--- config.mk ---
export PLATFORM = sky130hd
export DESIGN_NAME = countdown_timer
export DESIGN_NICKNAME = d
export VERILOG_FILES = /design/src/rtl/countdown_timer.sv
export SDC_FILE = /design/constraint.sdc
export NUM_CORES = 1
export LEC_CHECK = 0
export ABC_AREA = 1
export BUFFER_PORTS_ARGS = -buffer_cell sky130_fd_sc_hd__buf_2
export CAP_MARGIN = 20
export CORE_UTILIZATION = 35
export CTS_CLUSTER_SIZE = 25
export DETAILED_ROUTE_END_ITERATION = 10
export SKIP_CTS_REPAIR_TIMING = 1
export SLEW_MARGIN = 0
export SYNTH_ARGS = -nofsm -noshare
export SYNTH_HDL_FRONTEND = slang
export SYNTH_SLANG_ARGS = --single-unit
--- constraint.sdc ---
create_clock -name CLK -period 1.4 [get_ports CLK]
set_input_delay 0.14 -clock CLK [delete_from_list [all_inputs] [get_ports CLK]]
set_output_delay 0.14 -clock CLK [all_outputs]
set_load 0.05 [all_outputs]
--- src/rtl/countdown_timer.sv ---
// countdown_timer: BCD mm:ss countdown with load, start/stop/pause and
// expiry reporting. All outputs come straight from flops.
module countdown_timer #(
    parameter int unsigned MIN_TENS_MAX = 5
) (
    input  logic        CLK,
    input  logic        CLR,
    input  logic        CE,
    input  logic        IMPULSE,
    input  logic        LOAD,
    input  logic        START,
    input  logic        STOP,
    input  logic [15:0] PRESET,
    output logic [15:0] COUNT,
    output logic        RUNNING,
    output logic        EXPIRED,
    output logic        TIMEOUT
);

    typedef enum logic [1:0] {
        S_IDLE    = 2'd0,
        S_RUN     = 2'd1,
        S_PAUSE   = 2'd2,
        S_EXPIRED = 2'd3
    } state_t;

    localparam logic [3:0] MT_MAX = 4'(MIN_TENS_MAX);

    state_t      state;
    state_t      state_n;
    logic [15:0] count;
    logic [15:0] count_n;
    logic        running;
    logic        expired;
    logic        timeout;
    logic        timeout_n;

    // Clamp each preset digit to its legal maximum.
    function automatic logic [15:0] clamp_preset(input logic [15:0] p);
        logic [3:0] mt, mo, st, so;
        mt = (p[15:12] > MT_MAX) ? MT_MAX : p[15:12];
        mo = (p[11:8]  > 4'd9)   ? 4'd9   : p[11:8];
        st = (p[7:4]   > 4'd5)   ? 4'd5   : p[7:4];
        so = (p[3:0]   > 4'd9)   ? 4'd9   : p[3:0];
        return {mt, mo, st, so};
    endfunction

    // One-second BCD decrement with borrow cascade; caller guarantees v != 0.
    function automatic logic [15:0] bcd_dec(input logic [15:0] v);
        logic [3:0] mt, mo, st, so;
        {mt, mo, st, so} = v;
        if (so != 4'd0) begin
            so = so - 4'd1;
        end else begin
            so = 4'd9;
            if (st != 4'd0) begin
                st = st - 4'd1;
            end else begin
                st = 4'd5;
                if (mo != 4'd0) begin
                    mo = mo - 4'd1;
                end else begin
                    mo = 4'd9;
                    mt = mt - 4'd1;
                end
            end
        end
        return {mt, mo, st, so};
    endfunction

    // State, count and registered status flags.
    always_ff @(posedge CLK or negedge CLR) begin
        if (!CLR) begin
            state   <= S_IDLE;
            count   <= '0;
            running <= 1'b0;
            expired <= 1'b0;
            timeout <= 1'b0;
        end else begin
            state   <= state_n;
            count   <= count_n;
            running <= (state_n == S_RUN);
            expired <= (state_n == S_EXPIRED);
            timeout <= timeout_n;
        end
    end

    // Next-state and next-count; LOAD overrides everything else.
    always_comb begin
        state_n   = state;
        count_n   = count;
        timeout_n = 1'b0;
        if (LOAD) begin
            state_n = S_IDLE;
            count_n = clamp_preset(PRESET);
        end else begin
            case (state)
                S_IDLE, S_PAUSE: begin
                    if (START && !STOP && (count != 16'h0000)) begin
                        state_n = S_RUN;
                    end
                end
                S_RUN: begin
                    if (STOP) begin
                        state_n = S_PAUSE;
                    end else if (CE && IMPULSE) begin
                        if (count <= 16'h0001) begin
                            count_n   = '0;
                            state_n   = S_EXPIRED;
                            timeout_n = 1'b1;
                        end else begin
                            count_n = bcd_dec(count);
                        end
                    end
                end
                S_EXPIRED: begin
                    count_n = '0;
                end
                default: begin
                    state_n = S_IDLE;
                end
            endcase
        end
    end

    assign COUNT   = count;
    assign RUNNING = running;
    assign EXPIRED = expired;
    assign TIMEOUT = timeout;

endmodule

==> reports/qor.yml, run 1 <==
insertion_delay_ns: 0.26
dieArea_sq_um: 4210
hold_slack_ns: 0.0839
netlist_instances: 197
io_buffers: 41
leakagePower_nw: 1.08
max_freq_mhz: 678
rr_startpoint: "state[0]$_DFF_PN0_"
rsz0062_at_grt: "yes"
postLayoutSetupSlackWorst_ns: -0.0747
maxCapViolCount: 0
path_max_fanout: 5
syn-mean-instance-area_sq_um: 7.03
numClockSinks: 21
wl_per_cell_microns: 12.0
wirelength_microns: 3830
antenna_found_initial: 0
num_rows: 22
clk_pin_slew_ns: 0.08
drv_slew: 0
die_h_microns: 64.9
clock_path_buffers: 2
tightest_slew_ns: 0.493
die_x_microns: 64.9
place_area_sq_um: 1860
endpoint_kind: "register"
ys_async_sr_fraction_pct: 100
grt_pass1_wl_microns: 5910
core-area_sq_um: 3720
cp-startpoint: "state[0]$_DFF_PN0_"
hold_violations: 0
ios: 42
netlist_area_sq_um: 1390
hold_class: "input port to register"
slew_headroom_pct: 67.2
clock_skew_ns: 0.00263
tritoncts.num_buffers: 3
start_util_pct: 37.3
first_pass_iters: 4
grt_pass1_vias: 1357
crit_path_start_kind: "register"
critical_path_class: "register to register"
synthFlopType: "dfrtp_1"
vias: 1479
fin_nets: 296
synth.most_common_cell: "nand2_1"
drc_errors: 0
viasPerCell: 4.64
p_per_area_nw_per_um2: 1520
yosys.area.top_type: "dfrtp_1"
finalSetupViolations: 10
grt_max_degree: 22
final.min_clock_period_ns: 1.47
synth_common_cells: "nand2_1, nor2_1, dfrtp_1, inv_1, o21ai_0"
final_cell_area_sq_um: 2110
critPathRequiredTime_ns: 1.56
syn2layout_area_growth_pct: 52.1
gr-usage-all-layers_pct: 18.1
place_hpwl_microns: 2770
pre_cts_ws_ns: -0.104
hp-start: "STOP"
synth_seq_cells: 21
status: "finished, violations left"
fillers: 385
cts-root-buf: "clkbuf_8"
synth.area.top_cells: "dfrtp_1, nand2_1, nor2_1"
overflow: 0
cts_tree: "yes"
antenna_left: 0
synth_fp_nets: 221
diodes: 0
synth-edff-count: 0
synth_warnings: 0
ir_worst_vdd_uv: 791
drt_iter0_markers: 61
synthDominantCellAreaShare_pct: 37.9
cts_max_level: 1
failed_checks: "negative setup slack"
synth_cell_types: 30
final.setup.tns_ns: -0.389
post_route_cells_drive_above_1_share_pct: 51.7
worstPathArrival_ns: 1.63
min_period_over_period_pct: 105
place.gp.congestion: 0.795
ys_seq_area_share_pct: 37.9
p_total_mw: 3.20
## worst max-delay path, cell delays in order (launching register included)
cell and delay, ns:
dfrtp_1 0.41, inv_2 0.08, nor3_4 0.22, and2_4 0.19
nand2_4 0.07, buf_4 0.14, nand2_4 0.09, inv_2 0.05
nand2_1 0.07, nand2_1 0.05
## cells by family (layout without fill, tap and decap cells)
group | count (synthesis) | count (layout) | synth area share [%]
compound gates | 33 | 33 | 12.6
xor+xnor | 3 | 3 | 1.90
fa+ha+maj | 1 | 1 | 0.903
buf+inv | 23 | 96 | 6.77
flops | 21 | 21 | 37.9
simple gates | 116 | 117 | 39.8
## metrics by stage
step | util, % | instances
final | 56.7 | 319
after global routing | 56.7 | 319
after CTS | 51.2 | 313
after detailed placement | 50.0 | 309
after global placement | 50.0 | 309
after floorplan | - | 197
## path summary, 6_finish.rpt
path | endpoint | slack, ns | depth (start not counted)
hold / removal | TIMEOUT$_DFF_PN0_ | 0.08 | 2
setup / recovery | COUNT[6]$_DFFE_PN0P_ | -0.07 | 9
setup reg to reg | COUNT[6]$_DFFE_PN0P_ | -0.07 | 9
min in group asynchronous | TIMEOUT$_DFF_PN0_ | 0.37 | 2
hold reg to reg | COUNT[15]$_DFFE_PN0P_ | 0.61 | 3
max in group asynchronous | COUNT[11]$_DFFE_PN0P_ | 0.67 | 2
## routing by layer
layer	GRT usage, %	vias up	routed length (microns)	part of all wire (%)
met3	4.05	2	167	4.4
met2	30.6	29	1930	50
met5	0	-	0	0
li1	-	779	-	-
met1	23.8	669	1720	45
met4	2.50	0	13	0.34
## registers in the layout, indices dropped and copies added, names as in the netlist
| signal | count |
|---|---|
| EXPIRED | 1 |
| RUNNING | 1 |
| TIMEOUT | 1 |
| state | 2 |
| COUNT | 16 |
## layout by cell type, fill, tap and decap left out, types with 2 or more instances in the layout
cell type / count
buf_4: 28
o21ai_0: 9
dfrtp_1: 6
clkbuf_8: 3
o21ai_2: 3
inv_2: 7
dfrtp_2: 15
nor2_2: 8
nand2_4: 4
buf_2: 41
a21oi_1: 7
nand2_1: 52
nand2_8: 2
inv_1: 12
o21ai_1: 9
nor2_1: 17
nand3_1: 7
nor2_4: 11
inv_4: 2
nand2_2: 6
xnor2_1: 2
## report_power, final
group | internal (mW) | total, mW | switching, mW
clock | 0.199 | 0.408 | 0.210
combinational | 0.700 | 1.90 | 1.20
sequential | 0.768 | 0.892 | 0.125
## cell type report
| cell class | instances | area, sq um | area share, % |
|---|---|---|---|
| timing repair buffer | 71 | 437 | 20.7 |
| inverter | 21 | 83.8 | 3.98 |
| clock inverter | 1 | 5.00 | 0.238 |
| sequential | 21 | 544 | 25.8 |
| multi-input combinational | 154 | 936 | 44.4 |
| tap | 48 | 60.1 | 2.85 |
| clock buffer | 3 | 41.3 | 1.96 |
(Power assumes the default switching activity.)
==> run 2: changes to the inputs <==
PLACE_DENSITY = 0.59   (was default)
==> run 2 against run 1 <==
Net effect: the run still ends with negative setup slack left; largest power group unchanged; total power decreased by 1.7%; critical path depth increased by 3; worst setup slack improved by 0.0053 ns; final cell count unchanged; design area decreased by 2.1%; critical endpoint is now state[1]$_DFF_PN0_; routed wire length decreased by 3.1%; non-clock buffer count unchanged; fmax increased by 0.36%; combinational power decreased by 3%.
==> reports/qor.yml, run 2 (synthesis results as in run 1) <==
final.min_clock_period_ns: 1.47  # -0.00528 ns
syn2layout_area_growth_pct: 49.0
hold_class: "input port to register"
grt_util_met2_pct: 29.7  # -0.91 points
layout_commonest_cell: "nand2_1"
slew_headroom_pct: 65.9  # -1.3 points
reg2reg_to: "state[1]$_DFF_PN0_"
diodes: 0  # unchanged
grt_pass1_wl_microns: 5930  # +0.36%
rsz0062_at_grt: "yes"
regArea_sq_um: 546  # +0.23%
pre_cts_ws_ns: -0.112  # -0.00722 ns
holdPathEnd: "TIMEOUT$_DFF_PN0_"
leakagePower_nw: 1.08  # -0.91%
p_per_area_nw_per_um2: 1520  # +0.36%
grt_max_degree: 22  # unchanged
cts_tree: "yes"
use_met1_pct: 24.8  # +1.0 points
grt_pass1_vias: 1343  # -1.0%
maxCapViolCount: 0  # unchanged
use_met3_pct: 3.70  # -0.35 points
status: "finished, violations left"
largest_register_ffs: 16  # unchanged
finalSetupViolations: 13  # +3
dieArea_sq_um: 4210  # unchanged
viasPerCell: 4.74  # +2.2%
antenna_left: 0  # unchanged
final_cell_mix: "nand2_1, buf_2, buf_4"
dp_cells: 310  # +0.32%
antenna_found_initial: 0  # unchanged
ir_worst_vdd_uv: 1100  # +39%
io_buffers: 41  # unchanged
drt_iter0_markers: 55  # -9.8%
hold-path-cell-count: 2  # unchanged
busiest_layer: "met2"
insertion_delay_ns: 0.27  # about the same
final.setup.tns_ns: -0.412  # -0.0224 ns
place.gp.congestion: 0.786  # -1.2%
post_route_cells_drive_above_1_share_pct: 48.7  # -3.0 points
path_max_fanout: 2  # -3
fillers: 368  # -4.4%
rr_startpoint: "COUNT[12]$_DFFE_PN0P_"
slowest_delay_ns: 0.41  # about the same
max_freq_mhz: 681  # +0.36%
wirelength_microns: 3710  # -3.1%
numClockSinks: 21  # unchanged
endpoint_kind: "register"
overflow: 0  # unchanged
crit_path_top_delay_cell: "dfrtp_2"
die_h_microns: 64.9  # unchanged
core-area_sq_um: 3720  # unchanged
tightest_slew_ns: 0.512  # +0.0194 ns
clock_skew_ns: 0.00543  # +0.00281 ns
place_hpwl_microns: 2710  # -2.1%
worstPathArrival_ns: 1.68  # +0.05 ns
clock_path_buffers: 2  # unchanged
vias: 1512  # +2.2%
min_period_over_period_pct: 105  # -0.38 points
start_util_pct: 37.3  # unchanged
tritoncts.num_buffers: 3  # unchanged
critPathRequiredTime_ns: 1.61  # +0.05 ns
gr-usage-all-layers_pct: 18.3  # +0.18 points
drc_errors: 0  # unchanged
first_pass_iters: 4  # unchanged
hp-start: "STOP"
multi_input_area_sq_um: 893  # -4.5%
drv_slew: 0  # unchanged
postLayoutSetupSlackWorst_ns: -0.0694  # +0.00528 ns
wl_per_cell_microns: 11.6  # -3.1%
worst-r2r-cell-count: 12  # +3
critical_path_class: "register to register"
ios: 42  # unchanged
cts_max_level: 1  # unchanged
hold_violations: 0  # unchanged
r2r_slack_ns: -0.07  # about the same
crit_path_start_kind: "register"
crit_chain: "inv_2 -> ha_4 -> nand2_4 -> nor2_4 -> buf_4 -> buf_6 -> nand2_1 -> nand3_2 -> nand2_1 -> nand2_2 -> inv_2 -> nor2_2"
fin_nets: 296  # unchanged
layoutNonFillerInstCount: 319  # unchanged
hold_slack_ns: 0.0740  # -0.00986 ns
cts-root-buf: "clkbuf_8"
clk_pin_slew_ns: 0.09  # about the same
die_x_microns: 64.9  # unchanged
num_rows: 22  # unchanged
failed_checks: "negative setup slack"
-- run 2: worst max-delay path: cells and delay by family (launching register included) --
kind | cells | cell delay (ns)
adders and majority gates | 1 | 0.14
and+or+nand+nor | 7 | 0.54
buffers and inverters | 4 | 0.31
DFF | 1 | 0.41
-- run 2: metal layers --
layer  up-vias  part of all wire, %
li1        779                    -
met1       694                   49
met2        34                   47
met3         5                  3.8
met4         0                 0.62
met5         -                    0
-- run 2: layout make-up --
cell class              instances  area share (%)
clock buffers                   3            2.00
clock inverters                 1           0.243
inverters                      21            3.94
multi-input cells             154            43.3
flip-flops and latches         21            26.4
well taps                      48            2.91
repair buffers                 71            21.2
-- run 2: per-stage QoR --
stage                     total power [mW]  instance area [sq um]  utilization (%)
after floorplan                       2.01                   1420                -
after global routing                  3.35                   2060             55.5
final                                 3.15                   2060             55.5
after CTS                             3.06                   1910             51.4
after global placement                2.61                   1860             50.2
after detailed placement              2.62                   1860             50.2
-- run 2: power by group --
part	internal [mW]	switching [mW]
registers	0.767	0.108
clock network	0.200	0.229
logic	0.682	1.16
total	1.65	1.50
-- run 2: worst max-delay path by stage --
stage                          start  depth (start not counted)                    end  slack (ns)
2_1_floorplan  COUNT[12]$_DFFE_PN0P_                         10   COUNT[4]$_DFFE_PN0P_       -0.13
3_3_place_gp   COUNT[11]$_DFFE_PN0P_                          8   COUNT[3]$_DFFE_PN0P_       -0.07
3_5_place_dp    COUNT[3]$_DFFE_PN0P_                          8   COUNT[3]$_DFFE_PN0P_       -0.11
4_1_cts         COUNT[3]$_DFFE_PN0P_                          8   COUNT[3]$_DFFE_PN0P_       -0.13
5_1_grt        COUNT[12]$_DFFE_PN0P_                          9  COUNT[12]$_DFFE_PN0P_       -0.17
6_report       COUNT[12]$_DFFE_PN0P_                         12     state[1]$_DFF_PN0_       -0.07
